===== config.mk =====
export PLATFORM = sky130hd
export DESIGN_NAME = paddsb_serial_ctrl_flat
export DESIGN_NICKNAME = d
export VERILOG_FILES = /design/src/rtl/paddsb_pkg.sv /design/src/rtl/paddsb_serial_ctrl_if.sv /design/src/rtl/paddsb_serial_ctrl_sat_lane_add.sv /design/src/rtl/paddsb_serial_ctrl.sv /design/src/flat_wrapper.sv
export SDC_FILE = /design/constraint.sdc
export NUM_CORES = 1
export LEC_CHECK = 0
export CAP_MARGIN = 20
export CELL_PAD_IN_SITES_DETAIL_PLACEMENT = 1
export CELL_PAD_IN_SITES_GLOBAL_PLACEMENT = 2
export CORE_UTILIZATION = 34
export DETAILED_ROUTE_END_ITERATION = 16
export DONT_BUFFER_PORTS = 1
export PLACE_DENSITY_LB_ADDON = 0.1
export SYNTH_ARGS = -nofsm -noshare
export SYNTH_HDL_FRONTEND = slang
export SYNTH_SLANG_ARGS = --single-unit

===== constraint.sdc =====
create_clock -name clk -period 2.7 [get_ports clk]
set_input_delay 0.675 -clock clk [delete_from_list [all_inputs] [get_ports clk]]
set_output_delay 0.675 -clock clk [all_outputs]
set_load 0.005 [all_outputs]

===== src/rtl/paddsb_pkg.sv =====
// Shared types and constants for the serial packed saturating adder.
// Lane geometry, clamp values and controller states live here.
package paddsb_pkg;

  localparam int LANE_W    = 4;
  localparam int NUM_LANES = 4;
  localparam int DATA_W    = LANE_W * NUM_LANES;

  localparam logic [LANE_W-1:0] SAT_POS = 4'b0111;
  localparam logic [LANE_W-1:0] SAT_NEG = 4'b1000;

  localparam logic [1:0] LAST_LANE = 2'(NUM_LANES - 1);

  typedef enum logic [1:0] {
    IDLE = 2'd0,
    RUN  = 2'd1,
    DONE = 2'd2
  } state_t;

endpackage


===== src/rtl/paddsb_serial_ctrl_if.sv =====
// Handshake and data bundle between execute-stage control and the serial adder.
// The requester drives start/a/b and the adder returns ready/done/sum/sat.
interface paddsb_serial_ctrl_if;
  import paddsb_pkg::*;

  logic                 start;
  logic [DATA_W-1:0]    a;
  logic [DATA_W-1:0]    b;
  logic                 ready;
  logic                 done;
  logic [DATA_W-1:0]    sum;
  logic [NUM_LANES-1:0] sat;

  modport master (output start, a, b, input ready, done, sum, sat);
  modport slave  (input start, a, b, output ready, done, sum, sat);

endinterface


===== src/rtl/paddsb_serial_ctrl_sat_lane_add.sv =====
// Combinational 4-bit two's complement adder that clamps on signed overflow.
// Overflow is only possible when both operands share a sign bit.
module sat_lane_add
  import paddsb_pkg::*;
(
  input  logic [LANE_W-1:0] x,
  input  logic [LANE_W-1:0] y,
  output logic [LANE_W-1:0] r,
  output logic              sat
);

  logic [LANE_W-1:0] w_raw;

  always_comb begin
    w_raw = x + y;
    r     = w_raw;
    sat   = 1'b0;
    if (!x[LANE_W-1] && !y[LANE_W-1] && w_raw[LANE_W-1]) begin
      r   = SAT_POS;
      sat = 1'b1;
    end else if (x[LANE_W-1] && y[LANE_W-1] && !w_raw[LANE_W-1]) begin
      r   = SAT_NEG;
      sat = 1'b1;
    end
  end

endmodule


===== src/rtl/paddsb_serial_ctrl.sv =====
// Sequenced PADDSB: one shared saturating lane adder walks the four nibble lanes,
// with sum/sat published only once all lanes are complete.
module paddsb_serial_ctrl
  import paddsb_pkg::*;
(
  input  logic                 clk,
  input  logic                 rst,
  paddsb_serial_ctrl_if.slave  bus
);

  state_t               r_state;
  state_t               w_nextState;
  logic [1:0]           r_lane;
  logic [DATA_W-1:0]    r_aQ;
  logic [DATA_W-1:0]    r_bQ;
  logic [DATA_W-1:0]    r_accQ;
  logic [NUM_LANES-1:0] r_flagQ;
  logic [DATA_W-1:0]    r_sum;
  logic [NUM_LANES-1:0] r_sat;

  logic                 w_accept;
  logic [LANE_W-1:0]    w_x;
  logic [LANE_W-1:0]    w_y;
  logic [LANE_W-1:0]    w_r;
  logic                 w_laneSat;
  logic [DATA_W-1:0]    w_accNext;
  logic [NUM_LANES-1:0] w_flagNext;

  assign w_accept = bus.start && (r_state == IDLE || r_state == DONE);

  assign w_x = r_aQ[r_lane*LANE_W +: LANE_W];
  assign w_y = r_bQ[r_lane*LANE_W +: LANE_W];

  sat_lane_add u_laneAdd (
    .x   (w_x),
    .y   (w_y),
    .r   (w_r),
    .sat (w_laneSat)
  );

  // Merge this cycle's lane into the working registers so the final lane is
  // already included when the result is published.
  always_comb begin
    w_accNext          = r_accQ;
    w_accNext[r_lane*LANE_W +: LANE_W] = w_r;
    w_flagNext         = r_flagQ;
    w_flagNext[r_lane] = w_laneSat;
  end

  always_ff @(posedge clk) begin
    if (rst) begin
      r_state <= IDLE;
    end else begin
      r_state <= w_nextState;
    end
  end

  always_comb begin
    w_nextState = r_state;
    case (r_state)
      IDLE:    if (bus.start) w_nextState = RUN;
      RUN:     if (r_lane == LAST_LANE) w_nextState = DONE;
      DONE:    w_nextState = bus.start ? RUN : IDLE;
      default: w_nextState = IDLE;
    endcase
  end

  always_comb begin
    bus.ready = (r_state == IDLE) || (r_state == DONE);
    bus.done  = (r_state == DONE);
  end

  always_ff @(posedge clk) begin
    if (rst) begin
      r_lane  <= 2'd0;
      r_aQ    <= '0;
      r_bQ    <= '0;
      r_accQ  <= '0;
      r_flagQ <= '0;
      r_sum   <= '0;
      r_sat   <= '0;
    end else if (w_accept) begin
      r_lane  <= 2'd0;
      r_aQ    <= bus.a;
      r_bQ    <= bus.b;
      r_accQ  <= '0;
      r_flagQ <= '0;
    end else if (r_state == RUN) begin
      r_accQ  <= w_accNext;
      r_flagQ <= w_flagNext;
      if (r_lane == LAST_LANE) begin
        r_lane <= 2'd0;
        r_sum  <= w_accNext;
        r_sat  <= w_flagNext;
      end else begin
        r_lane <= r_lane + 2'd1;
      end
    end
  end

  assign bus.sum = r_sum;
  assign bus.sat = r_sat;

endmodule

===== src/flat_wrapper.sv =====
// flat-port wrapper written by rule: the top's interface ports become plain ports
module paddsb_serial_ctrl_flat import paddsb_pkg::*;
  (clk, rst, bus_start, bus_a, bus_b, bus_ready, bus_done, bus_sum, bus_sat);
  paddsb_serial_ctrl_if bus_i ();
  input  logic clk;
  input  logic rst;
  input wire logic [$bits(bus_i.start)-1:0] bus_start;
  input wire logic [$bits(bus_i.a)-1:0] bus_a;
  input wire logic [$bits(bus_i.b)-1:0] bus_b;
  output wire logic [$bits(bus_i.ready)-1:0] bus_ready;
  output wire logic [$bits(bus_i.done)-1:0] bus_done;
  output wire logic [$bits(bus_i.sum)-1:0] bus_sum;
  output wire logic [$bits(bus_i.sat)-1:0] bus_sat;
  assign bus_i.start = bus_start;
  assign bus_i.a = bus_a;
  assign bus_i.b = bus_b;
  assign bus_ready = bus_i.ready;
  assign bus_done = bus_i.done;
  assign bus_sum = bus_i.sum;
  assign bus_sat = bus_i.sat;
  paddsb_serial_ctrl u_core (.clk(clk), .rst(rst), .bus(bus_i));
endmodule

After elaboration in Yosys (flattened, before gate mapping)
Cells that the tools add are included.
{ "op_classes": {"add_sub_neg": 3, "n_lt_le_gt_ge": 2, "eq_ne": 5, "n_shift": 4, "n_mux": 13, "bitwise_logic": 1, "n_reduce_logical": 14} }
{ "ops": {"columns": ["cell", "count"], "rows": [
  ["4-bit negation with 34-bit output", 1],
  ["4-bit by 34-bit variable shift with 16-bit output (first input constant)", 1],
  ["4-bit by 34-bit indexed part select with 16-bit output", 1],
  ["16-bit by 5-bit indexed part select with 4-bit output", 2],
  ["16-bit bitwise mux", 1],
  ["4-bit 2-to-1 mux", 2],
  ["1-bit logical AND", 6],
  ["2-bit 2-to-1 mux", 3],
  ["2-bit case mux with 3 select lines", 1],
  ["4-bit adder", 1],
  ["4-bit bitwise mux", 1],
  ["2-bit equality test (second input constant)", 2],
  ["1-bit 2-to-1 mux", 4],
  ["1-bit logical NOT", 3],
  ["2-bit by 3-bit less-than comparator with 1-bit output (second input constant)", 1],
  ["3-bit AND reduction", 1],
  ["2-bit by 1-bit adder with 2-bit output (second input constant)", 1],
  ["1-bit demux with 2-bit select", 1],
  ["2-bit by 1-bit equality test with 1-bit output (second input constant)", 1],
  ["2-bit by 1-bit >= comparator with 1-bit output (second input constant)", 1],
  ["2-bit logical NOT", 1],
  ["2-bit by 1-bit inequality test with 1-bit output (second input constant)", 1],
  ["2-bit inequality test (second input constant)", 1],
  ["2-bit AND reduction", 1],
  ["other kinds (3)", 3]
]} }
{ "word_totals": {"register_bits": 76, "inputBits": 35, "output_inout_bits": 22} }

Longest topological paths before layout
{ "logic_depth": {"word_depth": 8, "depth_mapped": 10} }

Cells and area by module
From an unflattened synthesis, not the netlist that was laid out.
{ "hier_totals": {"cells_unflattened": 385, "area_unflattened_um2": 3464.6} }
{ "by_module_without_submodules": {"columns": ["module", "n_inst", "cells_each", "area_per_inst_um2", "seq_area_each_um2"], "rows": [
  ["paddsb_serial_ctrl", 1, 356, 3215.6, 1501.4],
  ["sat_lane_add", 1, 29, 249.0, 0.0]
]} }

Worst setup path before layout
No wires, ideal clock.
{ "synth_timing": {"kind": "reg2reg", "start": "reg u_core.r_lane[0]", "end": "reg u_core.r_sum[1], in the netlist u_core.bus.sum[1]", "setup_time_ns": 0.134, "arrival_ns": 2.723, "setup_slack_ns": -0.156, "stages_incl_launch_ff": 9, "n_path_buf": 1, "path_cell_list": "dfxtp_1 -> buf_2 -> mux4_2 -> ha_1 -> a21o_4 -> a21oi_4 -> mux2_4 -> a21oi_4 -> o22ai_1"} }
{ "synth_via": {"elab_chain_cells": 8} }
{ "synth_lines": {"columns": ["item", "line", "text"], "rows": [
  ["from (decl)", "paddsb_serial_ctrl.sv:13", "logic [1:0] r_lane;"],
  ["from (signal assigned)", "paddsb_serial_ctrl.sv:96", "r_lane <= r_lane + 2'd1;"],
  ["16-bit by 5-bit indexed part select with 4-bit output (on tied branches)", "paddsb_serial_ctrl.sv:31, paddsb_serial_ctrl.sv:32", null],
  ["4-bit adder", "paddsb_serial_ctrl_sat_lane_add.sv:15", "w_raw = x + y;"],
  ["1-bit logical NOT", "paddsb_serial_ctrl_sat_lane_add.sv:21", "end else if (x[LANE_W-1] && y[LANE_W-1] && !w_raw[LANE_W-1]) begin"],
  ["1-bit logical AND", "paddsb_serial_ctrl_sat_lane_add.sv:21", null],
  ["4-bit 2-to-1 mux", "paddsb_serial_ctrl_sat_lane_add.sv:21", null],
  ["4-bit 2-to-1 mux", "paddsb_serial_ctrl_sat_lane_add.sv:18", "if (!x[LANE_W-1] && !y[LANE_W-1] && w_raw[LANE_W-1]) begin"],
  ["4-bit by 34-bit indexed part select with 16-bit output", "paddsb_serial_ctrl.sv:45", "w_accNext[r_lane*LANE_W +: LANE_W] = w_r;"],
  ["16-bit bitwise mux", "paddsb_serial_ctrl.sv:45", null],
  ["to (signal assigned)", "paddsb_serial_ctrl.sv:93", "r_sum <= w_accNext;"],
  ["to (decl)", "paddsb_serial_ctrl.sv:18", "logic [DATA_W-1:0] r_sum;"]
]} }
Several ways; a longest one is shown, not always the timed one.
A chain may end at the register's enable or synchronous reset.

Worst setup path after layout
{ "layout_timing": {"start": "reg u_core.r_lane[0]", "end": "reg u_core.r_sum[6], in the netlist u_core.bus.sum[6]"} }
The elaborated chain is that of the path after synthesis.

==> impl_metrics.py <==
metrics = {
    "run_status": {
        "status": "finished, final reports clean",
    },
    "timing": {
        "period_share_pct": 97.4,
        "worst_slew_pin_slew_ns": 0.630,
        "hold_viol_final": 0,
        "setup_violations": 0,
        "final.min_clock_period_ns": 2.63,
        "finClkSkew_ns": 0.00740,
        "slew_headroom_pct": 57.8,
        "drv_slew": 0,
        "setup_ws_ns": 0.0711,
        "fmax_mhz": 380,
    },
    "detailed_routing": {
        "drt_iter0_markers": 66,
        "vias": 2680,
        "dr.pass1.iters": 4,
        "drcViolationCount": 0,
        "viasPerCell": 5.20,
        "avgRoutedWirePerCell_um": 17.6,
        "drtAntennaViolNets": 0,
        "wirelength_um": 9040,
    },
    "critical_path": {
        "cp_cell_sequence": "mux4_2 -> ha_1 -> a21o_4 -> a21oi_4 -> mux2_4 -> buf_4 -> o21ai_4 -> buf_12 -> o22ai_1",
        "worstPathMaxFanout": 8,
        "start_kind": "flip-flop",
        "arrival_ns": 2.87,
        "reg2reg_from": "u_core.r_lane[0]",
        "regToRegEndpoint": "u_core.bus.sum[6]",
        "crit_slowest_cell": "mux4_2",
        "crit_type": "reg2reg",
        "cp.required_ns": 2.94,
        "end_kind": "flip-flop",
        "reg2reg_depth": 9,
        "cpPeakStageDelay_ns": 0.54,
        "cp_top_family": "multiplexers",
        "critical_path_buf_inv_count": 2,
        "reg2reg_setup_slack_ns": 0.07,
    },
    "placement": {
        "port_buffers": 0,
        "dp.cells": 495,
        "dpl_cell_area_mm2": 0.00348,
        "hpwl_um": 6270,
        "dp_worst_setup_slack_ns": -0.0429,
        "gp_congestion": 0.772,
    },
    "grt": {
        "grt_pass1_vias": 2819,
        "grt_max_degree": 54,
        "antenna_found_initial": 0,
        "grt_pass1_wl_um": 14500,
        "globalRoute.totalOverflow": 0,
        "grt_usage_pct": 19.1,
    },
    "floorplan": {
        "io_pins": 57,
        "start_util_pct": 35.6,
        "die-area_mm2": 0.0102,
        "design.core.area_mm2": 0.00937,
        "rows": 35,
        "fp.dieW_um": 101,
        "die_h_um": 101,
    },
    "clocking": {
        "tritoncts": "yes",
        "hold_buffers": 0,
        "root_buffer": "clkbuf_8",
        "clockBufferDepth": 2,
        "clkTransAtPathRegs_ns": 0.08,
        "clock_latency_ns": 0.35,
        "clock_sinks": 75,
        "cts_buffers": 9,
        "h-tree-depth": 3,
    },
    "layout": {
        "n_antenna_cell": 0,
        "drive_above_1_share_pct": 14.5,
        "postLayoutCellArea_mm2": 0.00379,
        "final_nets": 428,
        "synthToLayoutAreaGrowth_pct": 13.8,
        "fin_cells": 515,
        "fillCellCount": 1152,
    },
    "pwr": {
        "power_frac_comb_pct": 12.8,
        "powerDensity_mw_per_mm2": 674,
        "p_clk_share_pct": 41.5,
        "power_mw": 2.55,
        "seq_power_share_pct": 45.7,
        "switching_share_pct": 25.1,
        "peakVddDrop_mv": 0.216,
        "p_sw_mw": 0.641,
        "p_leak_nw": 1.33,
        "p_int_mw": 1.91,
    },
    "synthesis": {
        "syn_avg_cell_area_um2": 8.77,
        "yosysWarnings": 0,
        "synth_cell_type_count": 41,
        "synth_cells": 380,
        "ys_seq_elements": 75,
        "synth_nets": 427,
        "synth_area_mm2": 0.00333,
        "yosysSeqAreaShare_pct": 45.1,
    },
    "min_path": {
        "holdPathStages": 1,
        "min_path_type": "in2reg",
        "hold_start": "rst",
        "min_to": "u_core.r_aQ[0]",
    },
    "flow_run": {
        "drv_cap": 0,
    },
}
## routing by layer
| layer | vias up | share of wire (%) | wire length (µm) | global-route usage (%) |
|---|---|---|---|---|
| li1 | 1326 | - | - | - |
| met1 | 1281 | 44 | 3940 | 22.6 |
| met2 | 59 | 50 | 4550 | 33.4 |
| met3 | 14 | 4.1 | 368 | 4.16 |
| met4 | 0 | 2.0 | 185 | 7.92 |
| met5 | - | 0 | 0 | 0 |
## kinds of logic after synthesis
group	synth area share (%)
buffers and inverters	3.94
adders and majority gates	4.73
DFF	45.1
AOI/OAI and AO/OA	20.5
and+or+nand+nor	19.3
xor gates and xnor gates	0.263
muxes	6.16
## area by class of cell
type | count | area [µm²] | area share (%)
clock inverter | 5 | 100 | 2.64
inverter | 6 | 22.5 | 0.594
tap | 129 | 161 | 4.26
multi-input combinational | 273 | 1730 | 45.6
sequential | 75 | 1510 | 39.7
clock buffer | 11 | 141 | 3.73
timing repair buffer | 16 | 133 | 3.50
## cell usage after synthesis, drive strengths merged
cell	n	area (µm²)
and2b	1	7.51
mux4	8	180
a211oi	1	7.51
nand2b	6	40.0
nor3	2	10.0
xor2	1	8.76
nand2	92	345
nor2	10	45.0
nor4bb	1	10.0
dfxtp	75	1500
nor4b	1	8.76
mux2	1	15.0
o21a	2	22.5
a21o	1	15.0
a311oi	4	35.0
inv	6	22.5
nor3b	17	128
a221oi	1	8.76
o21ai	18	101
nor2b	3	18.8
ha	11	138
fa	1	20.0
nand4	2	12.5
and2	2	12.5
clkbuf	18	67.6
a31oi	1	6.26
mux2i	1	10.0
nand3	1	5.00
a21oi	64	354
a22o	3	26.3
o22ai	16	100
a22oi	1	7.51
buf	8	41.3
## state kept, by name, summed over array words and instances, names as in the netlist
register        cells
u_core.r_aQ        16
u_core.r_lane       2
u_core.r_flagQ      3
u_core.r_bQ        16
u_core.r_accQ      16
u_core.bus.sum     16
u_core.r_state      2
u_core.bus.sat      4
## power by group through the flow
stage	logic (mW)	clock network, mW	registers [mW]
3_5_place_dp	0.292	0	1.19
3_3_place_gp	0.286	0	1.19
2_1_floorplan	0.227	0	1.18
4_1_cts	0.323	1.09	1.17
6_report	0.328	1.06	1.17
5_1_grt	0.362	1.14	1.17
## cells in the final DEF (no fill, tap or decap), types with 3 or more instances in the layout
cell type  instances
bufinv_16          3
nor3b_1           17
nor2_1             8
a21oi_4            3
ha_1              11
dfxtp_1           73
mux4_2             8
nand2b_1           4
clkbuf_8          10
inv_1              6
buf_4             15
a21oi_1           61
a311oi_1           3
a22o_1             3
o22ai_1           16
o21ai_0            5
nand2_1           92
o21ai_1           12
## timing repair
action                                  in CTS  in global routing
pin swaps                                    1                  2
gates resized for setup                      5                  2
setup buffers                                1                  3
endpoints found under the setup margin      27                 30
## worst max-delay path by stage
stage	startpoint	endpoint	depth (start not counted)	slack (ns)
2_1_floorplan	u_core.r_lane[0]	u_core.bus.sum[1]	8	0.04
3_3_place_gp	u_core.r_lane[0]	u_core.bus.sat[0]	8	0.003
3_5_place_dp	u_core.r_lane[0]	u_core.bus.sum[4]	8	-0.04
4_1_cts	u_core.r_lane[0]	u_core.bus.sum[4]	7	0.03
5_1_grt	u_core.r_lane[0]	u_core.r_flagQ[2]	8	-0.01
6_report	u_core.r_lane[0]	u_core.bus.sum[6]	9	0.07
## stage by stage
step                      setup TNS, ns  utilization [%]  hold WS, ns
after CTS                             0             40.1        0.365
after global routing            -0.0377             40.5        0.364
after global placement                0             37.1        0.427
after detailed placement         -0.314             37.1        0.439
after floorplan                       0                -        0.417
final                                 0             40.5        0.384
Note: power is estimated with default switching activity, not from simulation.
